==> config.mk <==
export PLATFORM = sky130hd
export DESIGN_NAME = core_csr_access_unit
export DESIGN_NICKNAME = d
export VERILOG_FILES = /design/src/rtl/core_pkg.sv /design/src/rtl/core_csr_access_unit.sv
export SDC_FILE = /design/constraint.sdc
export NUM_CORES = 1
export LEC_CHECK = 0
export BUFFER_PORTS_ARGS = -buffer_cell sky130_fd_sc_hd__buf_2
export CORE_AREA = 2 2 99 120
export CTS_CLUSTER_SIZE = 8
export DETAILED_ROUTE_END_ITERATION = 8
export DIE_AREA = 0 0 101 122
export PLACE_DENSITY = 0.74
export SYNTH_ARGS = -nofsm -noshare
export SYNTH_HDL_FRONTEND = slang
export SYNTH_SLANG_ARGS = --single-unit
==> constraint.sdc <==
create_clock -name clk -period 2 [get_ports clk]
set_clock_uncertainty 0.2 [all_clocks]
set_input_delay 0.3 -clock clk [delete_from_list [all_inputs] [get_ports clk]]
set_output_delay 0.3 -clock clk [all_outputs]
set_load 0.02 [all_outputs]
==> src/rtl/core_pkg.sv <==
// Shared core types: CSR operation and privilege encodings, the CSR request
// payload, and the write-value rule for CSR instructions.
package core_pkg;

    localparam int unsigned XLEN       = 32;
    localparam int unsigned CSR_ADDR_W = 12;

    typedef logic [XLEN-1:0]       word_t;
    typedef logic [CSR_ADDR_W-1:0] csr_addr_t;

    typedef enum logic [1:0] {
        CSR_OP_RSV = 2'd0,
        CSR_OP_RW  = 2'd1,
        CSR_OP_RS  = 2'd2,
        CSR_OP_RC  = 2'd3
    } csr_op_e;

    typedef enum logic [1:0] {
        PRIV_U = 2'd0,
        PRIV_S = 2'd1,
        PRIV_M = 2'd3
    } priv_e;

    typedef struct packed {
        csr_op_e   op;
        csr_addr_t sel;
        word_t     operand;
        logic      src_zero;
    } csr_req_t;

    // New CSR value from the old value and the instruction operand.
    function automatic word_t csr_write_value(csr_op_e op, word_t old_v, word_t operand);
        word_t res;
        case (op)
            CSR_OP_RW: res = operand;
            CSR_OP_RS: res = old_v | operand;
            CSR_OP_RC: res = old_v & ~operand;
            default:   res = old_v;
        endcase
        return res;
    endfunction

endpackage

==> src/rtl/core_csr_access_unit.sv <==
// Sequences one CSR instruction at a time: read old value, legality check,
// optional one-cycle write strobe, then hold the response until consumed.
module core_csr_access_unit
    import core_pkg::*;
#(
    parameter bit CHECK_PRIV = 1'b1
) (
    input  logic                  clk,
    input  logic                  rst_n,
    input  logic                  req_valid,
    output logic                  req_ready,
    input  csr_op_e               req_op,
    input  logic [CSR_ADDR_W-1:0] req_csr_sel,
    input  word_t                 req_operand,
    input  logic                  req_src_zero,
    input  priv_e                 priv_mode,
    output logic [CSR_ADDR_W-1:0] csr_sel,
    input  word_t                 csr_rdata,
    output logic                  csr_we,
    output word_t                 csr_wdata,
    output logic                  rsp_valid,
    input  logic                  rsp_ready,
    output word_t                 rsp_rdata,
    output logic                  rsp_illegal
);

    localparam logic [1:0] ST_IDLE  = 2'd0;
    localparam logic [1:0] ST_READ  = 2'd1;
    localparam logic [1:0] ST_WRITE = 2'd2;
    localparam logic [1:0] ST_RESP  = 2'd3;

    logic [1:0]            state_q,       state_d;
    csr_req_t              req_q,         req_d;
    logic                  req_ready_q,   req_ready_d;
    logic [CSR_ADDR_W-1:0] csr_sel_q,     csr_sel_d;
    logic                  csr_we_q,      csr_we_d;
    word_t                 csr_wdata_q,   csr_wdata_d;
    logic                  rsp_valid_q,   rsp_valid_d;
    word_t                 rsp_rdata_q,   rsp_rdata_d;
    logic                  rsp_illegal_q, rsp_illegal_d;

    logic is_write_c;
    logic illegal_c;

    // RS/RC with a zero source field are pure reads; reserved op is always illegal.
    always_comb begin
        is_write_c = (req_q.op == CSR_OP_RW) ||
                     (((req_q.op == CSR_OP_RS) || (req_q.op == CSR_OP_RC)) && !req_q.src_zero);
        illegal_c  = (req_q.op == CSR_OP_RSV) ||
                     (CHECK_PRIV && ((req_q.sel[9:8] > 2'(priv_mode)) ||
                                     ((req_q.sel[11:10] == 2'b11) && is_write_c)));
    end

    always_comb begin
        state_d       = state_q;
        req_d         = req_q;
        req_ready_d   = req_ready_q;
        csr_sel_d     = csr_sel_q;
        csr_we_d      = 1'b0;
        csr_wdata_d   = '0;
        rsp_valid_d   = rsp_valid_q;
        rsp_rdata_d   = rsp_rdata_q;
        rsp_illegal_d = rsp_illegal_q;

        case (state_q)
            ST_IDLE: begin
                if (req_valid && req_ready_q) begin
                    req_d       = '{op: req_op, sel: req_csr_sel,
                                    operand: req_operand, src_zero: req_src_zero};
                    csr_sel_d   = req_csr_sel;
                    req_ready_d = 1'b0;
                    state_d     = ST_READ;
                end
            end
            ST_READ: begin
                rsp_illegal_d = illegal_c;
                rsp_rdata_d   = illegal_c ? '0 : csr_rdata;
                if (is_write_c && !illegal_c) begin
                    csr_we_d    = 1'b1;
                    csr_wdata_d = csr_write_value(req_q.op, csr_rdata, req_q.operand);
                    state_d     = ST_WRITE;
                end else begin
                    csr_sel_d   = '0;
                    rsp_valid_d = 1'b1;
                    state_d     = ST_RESP;
                end
            end
            ST_WRITE: begin
                csr_sel_d   = '0;
                rsp_valid_d = 1'b1;
                state_d     = ST_RESP;
            end
            ST_RESP: begin
                if (rsp_ready) begin
                    rsp_valid_d   = 1'b0;
                    rsp_rdata_d   = '0;
                    rsp_illegal_d = 1'b0;
                    req_ready_d   = 1'b1;
                    state_d       = ST_IDLE;
                end
            end
            default: begin
                state_d     = ST_IDLE;
                req_ready_d = 1'b1;
                csr_sel_d   = '0;
                rsp_valid_d = 1'b0;
            end
        endcase
    end

    always_ff @(posedge clk) begin
        if (!rst_n) begin
            state_q       <= ST_IDLE;
            req_q         <= '0;
            req_ready_q   <= 1'b1;
            csr_sel_q     <= '0;
            csr_we_q      <= 1'b0;
            csr_wdata_q   <= '0;
            rsp_valid_q   <= 1'b0;
            rsp_rdata_q   <= '0;
            rsp_illegal_q <= 1'b0;
        end else begin
            state_q       <= state_d;
            req_q         <= req_d;
            req_ready_q   <= req_ready_d;
            csr_sel_q     <= csr_sel_d;
            csr_we_q      <= csr_we_d;
            csr_wdata_q   <= csr_wdata_d;
            rsp_valid_q   <= rsp_valid_d;
            rsp_rdata_q   <= rsp_rdata_d;
            rsp_illegal_q <= rsp_illegal_d;
        end
    end

    assign req_ready   = req_ready_q;
    assign csr_sel     = csr_sel_q;
    assign csr_we      = csr_we_q;
    assign csr_wdata   = csr_wdata_q;
    assign rsp_valid   = rsp_valid_q;
    assign rsp_rdata   = rsp_rdata_q;
    assign rsp_illegal = rsp_illegal_q;

endmodule

Word level (Yosys, flattened, before mapping)
Cells that the tools add are included.
{ "word_totals": {"reg_bits": 129, "in_bits": 85, "output_inout_bits": 80, "wordCells": 69} }
{ "classes": {"magnitude_cmp": 1, "eq_ne": 10, "n_mux": 19, "bitwise_logic": 3, "reduce_logical": 24} }
{ "op_table": {"columns": ["operator", "count"], "rows": [
  ["one-hot mux 32 bit (3 select lines)", 1],
  ["2-to-1 mux 32 bit", 2],
  ["one-hot mux 32 bit (2 select lines)", 1],
  ["one-hot mux 12 bit (3 select lines)", 1],
  ["AND 32 bit", 1],
  ["NOT 32 bit", 1],
  ["bitwise OR 32 bit", 1],
  ["2-to-1 mux 12 bit", 2],
  ["AND reduction 3 bit", 4],
  ["equality test 2 bit, second input constant", 5],
  ["one-hot mux 2 bit (4 select lines)", 1],
  ["AND reduction 2 bit", 4],
  ["2-to-1 mux 1 bit", 6],
  ["!= test 2 bit, second input constant", 3],
  ["nonzero test 3 bit", 2],
  ["equality test 2 x 1 -> 1 bit, second input constant", 2],
  ["logical AND 1 bit", 4],
  ["zero test 2 bit", 2],
  ["logical OR 1 bit", 4],
  ["2-to-1 mux 2 bit", 2],
  ["one-hot mux 1 bit (2 select lines)", 2],
  ["nonzero test 2 bit", 2],
  ["one-hot mux 1 bit (3 select lines)", 1],
  ["greater-than comparator 2 bit", 1],
  ["zero test 1 bit", 2]
]} }

Logic depth before layout (Yosys ltp)
{ "logic_depth": {"word_depth": 11, "ltp_mapped": 9, "depth_no_buf": 7} }

Worst setup path before layout
No wires, ideal clock.
{ "synth_path": {"path_kind": "in2reg", "start": "input port priv_mode[1]", "end": "register csr_sel_q[10] (netlist: csr_sel[10])", "setup_ns": 0.118, "arrival_ns": 1.673, "required_ns": 1.682, "path_slack_ns": 0.009, "stages": 9, "n_path_buf": 2, "cell_sequence": "inv_1 -> ha_1 -> nor2b_2 -> o21ai_1 -> nor3b_2 -> or3_1 -> buf_6 -> buf_12 -> mux2i_1"} }
{ "synth_between": {"elab_chain_len": 7} }
{ "synth_lines": {"columns": ["element", "line_no", "text"], "rows": [
  ["start: declaration", "core_csr_access_unit.sv:16", "input priv_e priv_mode,"],
  ["greater-than comparator 2 bit", "core_csr_access_unit.sv:50", "(CHECK_PRIV && ((req_q.sel[9:8] > 2'(priv_mode)) ||"],
  ["logical OR 1 bit", "core_csr_access_unit.sv:50", null],
  ["logical OR 1 bit", "core_csr_access_unit.sv:49", "illegal_c = (req_q.op == CSR_OP_RSV) ||"],
  ["zero test 1 bit", "core_csr_access_unit.sv:78", "if (is_write_c && !illegal_c) begin"],
  ["logical AND 1 bit", "core_csr_access_unit.sv:78", null],
  ["!= test 2 bit (no line)", null, null],
  ["AND reduction 3 bit (no line)", null, null],
  ["end signal: assignment", "core_csr_access_unit.sv:126", "csr_sel_q <= csr_sel_d;"],
  ["end: declaration", "core_csr_access_unit.sv:35", "logic [CSR_ADDR_W-1:0] csr_sel_q, csr_sel_d;"]
]} }
No other way between the ends.
A chain may end at the register's enable or synchronous reset.

Worst setup path after layout
{ "layout_path": {"start": "register req_q[42] in the netlist's numbering", "end": "register rsp_valid_q (netlist: rsp_valid)"} }
{ "layout_between": {"elab_chain_len": 7} }
{ "layout_lines": {"columns": ["element", "line_no", "text"], "rows": [
  ["start: declaration", "core_csr_access_unit.sv:33", "csr_req_t req_q, req_d;"],
  ["start signal: assignment", "core_csr_access_unit.sv:124", "req_q <= req_d;"],
  ["greater-than comparator 2 bit", "core_csr_access_unit.sv:50", null],
  ["logical OR 1 bit", "core_csr_access_unit.sv:50", null],
  ["logical OR 1 bit", "core_csr_access_unit.sv:49", null],
  ["zero test 1 bit", "core_csr_access_unit.sv:78", null],
  ["logical AND 1 bit", "core_csr_access_unit.sv:78", null],
  ["!= test 2 bit (no line)", null, null],
  ["AND reduction 3 bit (no line)", null, null],
  ["end signal: assignment", "core_csr_access_unit.sv:129", "rsp_valid_q <= rsp_valid_d;"],
  ["end: declaration", "core_csr_access_unit.sv:38", "logic rsp_valid_q, rsp_valid_d;"]
]} }
No other way between the ends.

==> results.py <==
metrics = {
    "logic_synthesis": {
        "netlist_area_um2": 4893,
        "ys_warn_count": 0,
        "synth_cell_type_count": 33,
        "avgSynthCellArea_um2": 8.379,
        "synth_edf_count": 0,
        "ys_async_sr_fraction_pct": 0,
        "ys_ff_latch": 121,
        "synth_flop_cell": "dfxtp_1",
        "ys_seq_area_share_pct": 49.50,
        "synth_fp_nets": 675,
        "netlist_instances": 584,
    },
    "layout": {
        "finalInstanceArea_um2": 7287,
        "utilization_pct": 64.50,
        "antennaDiodeCount": 0,
        "area_growth_pct": 48.91,
        "layout.nets": 908,
        "drive_gt1_share_pct": 26.42,
        "nFillCells": 900,
    },
    "timing": {
        "min_period_over_period_pct": 96.45,
        "finalSetupTns_ns": 0,
        "worst_pin_slew_ns": 0.4642,
        "slew_viol_final": 0,
        "fin_ws_ns": 0.07106,
        "hold_viol_final": 0,
        "min_period_ns": 1.929,
        "slew_headroom_pct": 69.05,
        "max_freq_mhz": 518.4,
        "final-setup-viol-count": 0,
    },
    "clock_tree": {
        "htree_levels": 4,
        "post_cts_buffers": 0,
        "clk_pin_slew_ns": 0.06,
        "clock-sinks": 121,
        "cts_tree": "yes",
        "cts_root_buf": "clkbuf_16",
        "clk_latency_ns": 0.40,
        "cts_max_path_buffers": 2,
        "cts_buffers": 17,
    },
    "run": {
        "maxCapViolCount": 0,
    },
    "place": {
        "place_area_um2": 5832,
        "port_buffers": 164,
        "dp_hpwl_mm": 8.752,
        "place_worst_setup_slack_ns": -0.2194,
        "finalWeightedCongestion": 0.8453,
    },
    "route": {
        "drt_iter0_markers": 212,
        "wire_per_inst_um": 15.11,
        "vias_per_cell": 5.186,
        "drc": 0,
        "ant_nets": 0,
        "via_count": 4999,
        "firstDrtPassIters": 4,
        "wl_mm": 14.57,
    },
    "critical_path": {
        "critPathKind": "flip-flop to flip-flop",
        "cp-end-kind": "flip-flop",
        "critical_path.max_fanout": 4,
        "critical_path_arrival_ns": 2.08,
        "cp_data_required_time_ns": 2.15,
        "critical_path.startpoint_type": "flip-flop",
    },
    "grt": {
        "antenna_found_initial": 0,
        "grt_max_degree": 54,
        "track_usage_pct": 23.47,
        "grt_pass1_vias": 4921,
        "grt_first_pass_wirelength_mm": 22.69,
        "grt.overflow.total": 0,
    },
    "power_and_ir_drop": {
        "p_per_area_nw_per_um2": 1218,
        "leakagePower_nw": 3.316,
        "vdd_ir_drop_max_mv": 1.172,
    },
    "die": {
        "die_w_um": 101,
        "die_y_um": 122,
        "coreArea_um2": 11300,
        "die_area_um2": 12320,
        "start_util_pct": 43.31,
        "io_pins": 165,
        "fp-row-count": 43,
    },
    "min_path": {
        "hp-class": "input pin to flip-flop",
    },
    "status": {
        "outcome": "completed",
    },
}
[per-layer routing]
| metal | routed length (um) | global-route usage [%] | up-vias |
|---|---|---|---|
| met4 | 353 | 11.82 | 0 |
| met2 | 7683 | 42.75 | 187 |
| met1 | 5777 | 25.08 | 2322 |
| li1 | - | - | 2459 |
| met5 | 0 | 0 | - |
| met3 | 750 | 5.393 | 31 |
[final cells by class]
type / instances / area (um2) / area share [%]
timing repair buffer: 256 / 1758 / 24.12
tap: 135 / 168.9 / 2.318
multi-input combinational: 413 / 2302 / 31.59
sequential: 121 / 2426 / 33.29
clock buffer: 22 / 454.2 / 6.233
inverter: 8 / 30.03 / 0.4121
clock inverter: 9 / 147.6 / 2.026
[cell usage in the layout (no fill, tap or decap), types with 8 or more instances in the layout]
master         instances
a21oi_1               88
a21boi_0              40
mux2i_1               13
clkbuf_16             17
dlygate4sd3_1         79
nor2_1                90
nand3b_1              13
dfxtp_1              118
inv_1                  8
buf_2                164
buf_4                  8
a22o_1                32
nand2_1               98
[cell families after synthesis]
family,synth area share (%)
AND/OR/NAND/NOR,18.61
XOR/XNOR,0.1790
multiplexers,2.659
adder cells (fa/ha/maj),1.534
buffers and inverters,4.551
flip-flops,49.50
AO/OA/AOI/OAI,22.96
[synthesized netlist by cell type (all sizes together) (4+ instances only)]
library cell / n / area, um2
a21boi: 40 / 300.3
nand3: 4 / 20.02
inv: 8 / 30.03
dfxtp: 121 / 2422
ha: 6 / 75.07
o21ai: 9 / 48.79
mux2i: 13 / 130.1
nand3b: 13 / 97.59
buf: 14 / 87.58
a21oi: 88 / 440.4
a22o: 32 / 280.3
clkbuf: 28 / 105.1
nor2: 90 / 337.8
nand2: 99 / 371.6
a22oi: 4 / 30.03
[what timing repair did]
item / in CTS / in global routing
endpoints found under the hold margin: 87 / 0
gates resized for setup: 8 / 7
cloned: 1 / 0
pin swaps: 0 / 2
hold buffers: 79 / 0
setup endpoints to repair: 83 / 46
[worst max-delay path, cell delays in order, from the launching register on]
cell and delay, ns:
dfxtp_2 0.33, ha_4 0.27, nor2b_4 0.14, o21ai_2 0.06, nor3b_4 0.16, or4b_2 0.64, nand3_1 0.08
[worst paths after layout]
check / slack (ns) / cells past startpoint / from / to
max: 0.07 / 6 / req_q[42] / rsp_valid
max reg2reg: 0.07 / 6 / req_q[42] / rsp_valid
min reg2reg: 0.26 / 2 / csr_sel[9] / csr_sel[9]
min: 0.04 / 3 / rst_n / rsp_illegal
[where the power goes]
group / total (W) / switching [W] / internal (W) / leakage (nW)
clock: 0.00309 / 0.000996 / 0.00210 / 0.294
sequential: 0.00306 / 0.000275 / 0.00278 / 0.983
combinational: 0.00272 / 0.00157 / 0.00115 / 2.04
total: 0.00888 / 0.00284 / 0.00603 / 3.32
[sequential cells by signal, summed over array words and instances (netlist names)]
signal	cells
rsp_valid	1
rsp_illegal	1
state_q	2
csr_wdata	32
req_q	39
req_ready	1
csr_sel	12
csr_we	1
rsp_rdata	32
[stage by stage]
step	cells	total power, W	hold WS (ns)
global route	964	0.009330	0.06155
CTS	964	0.008856	0.02979
floorplan	584	0.004873	0.2327
finish	964	0.008877	0.04306
detailed placement	853	0.005504	0.2518
global placement	853	0.005399	0.2425
(Power assumes the default switching activity.)
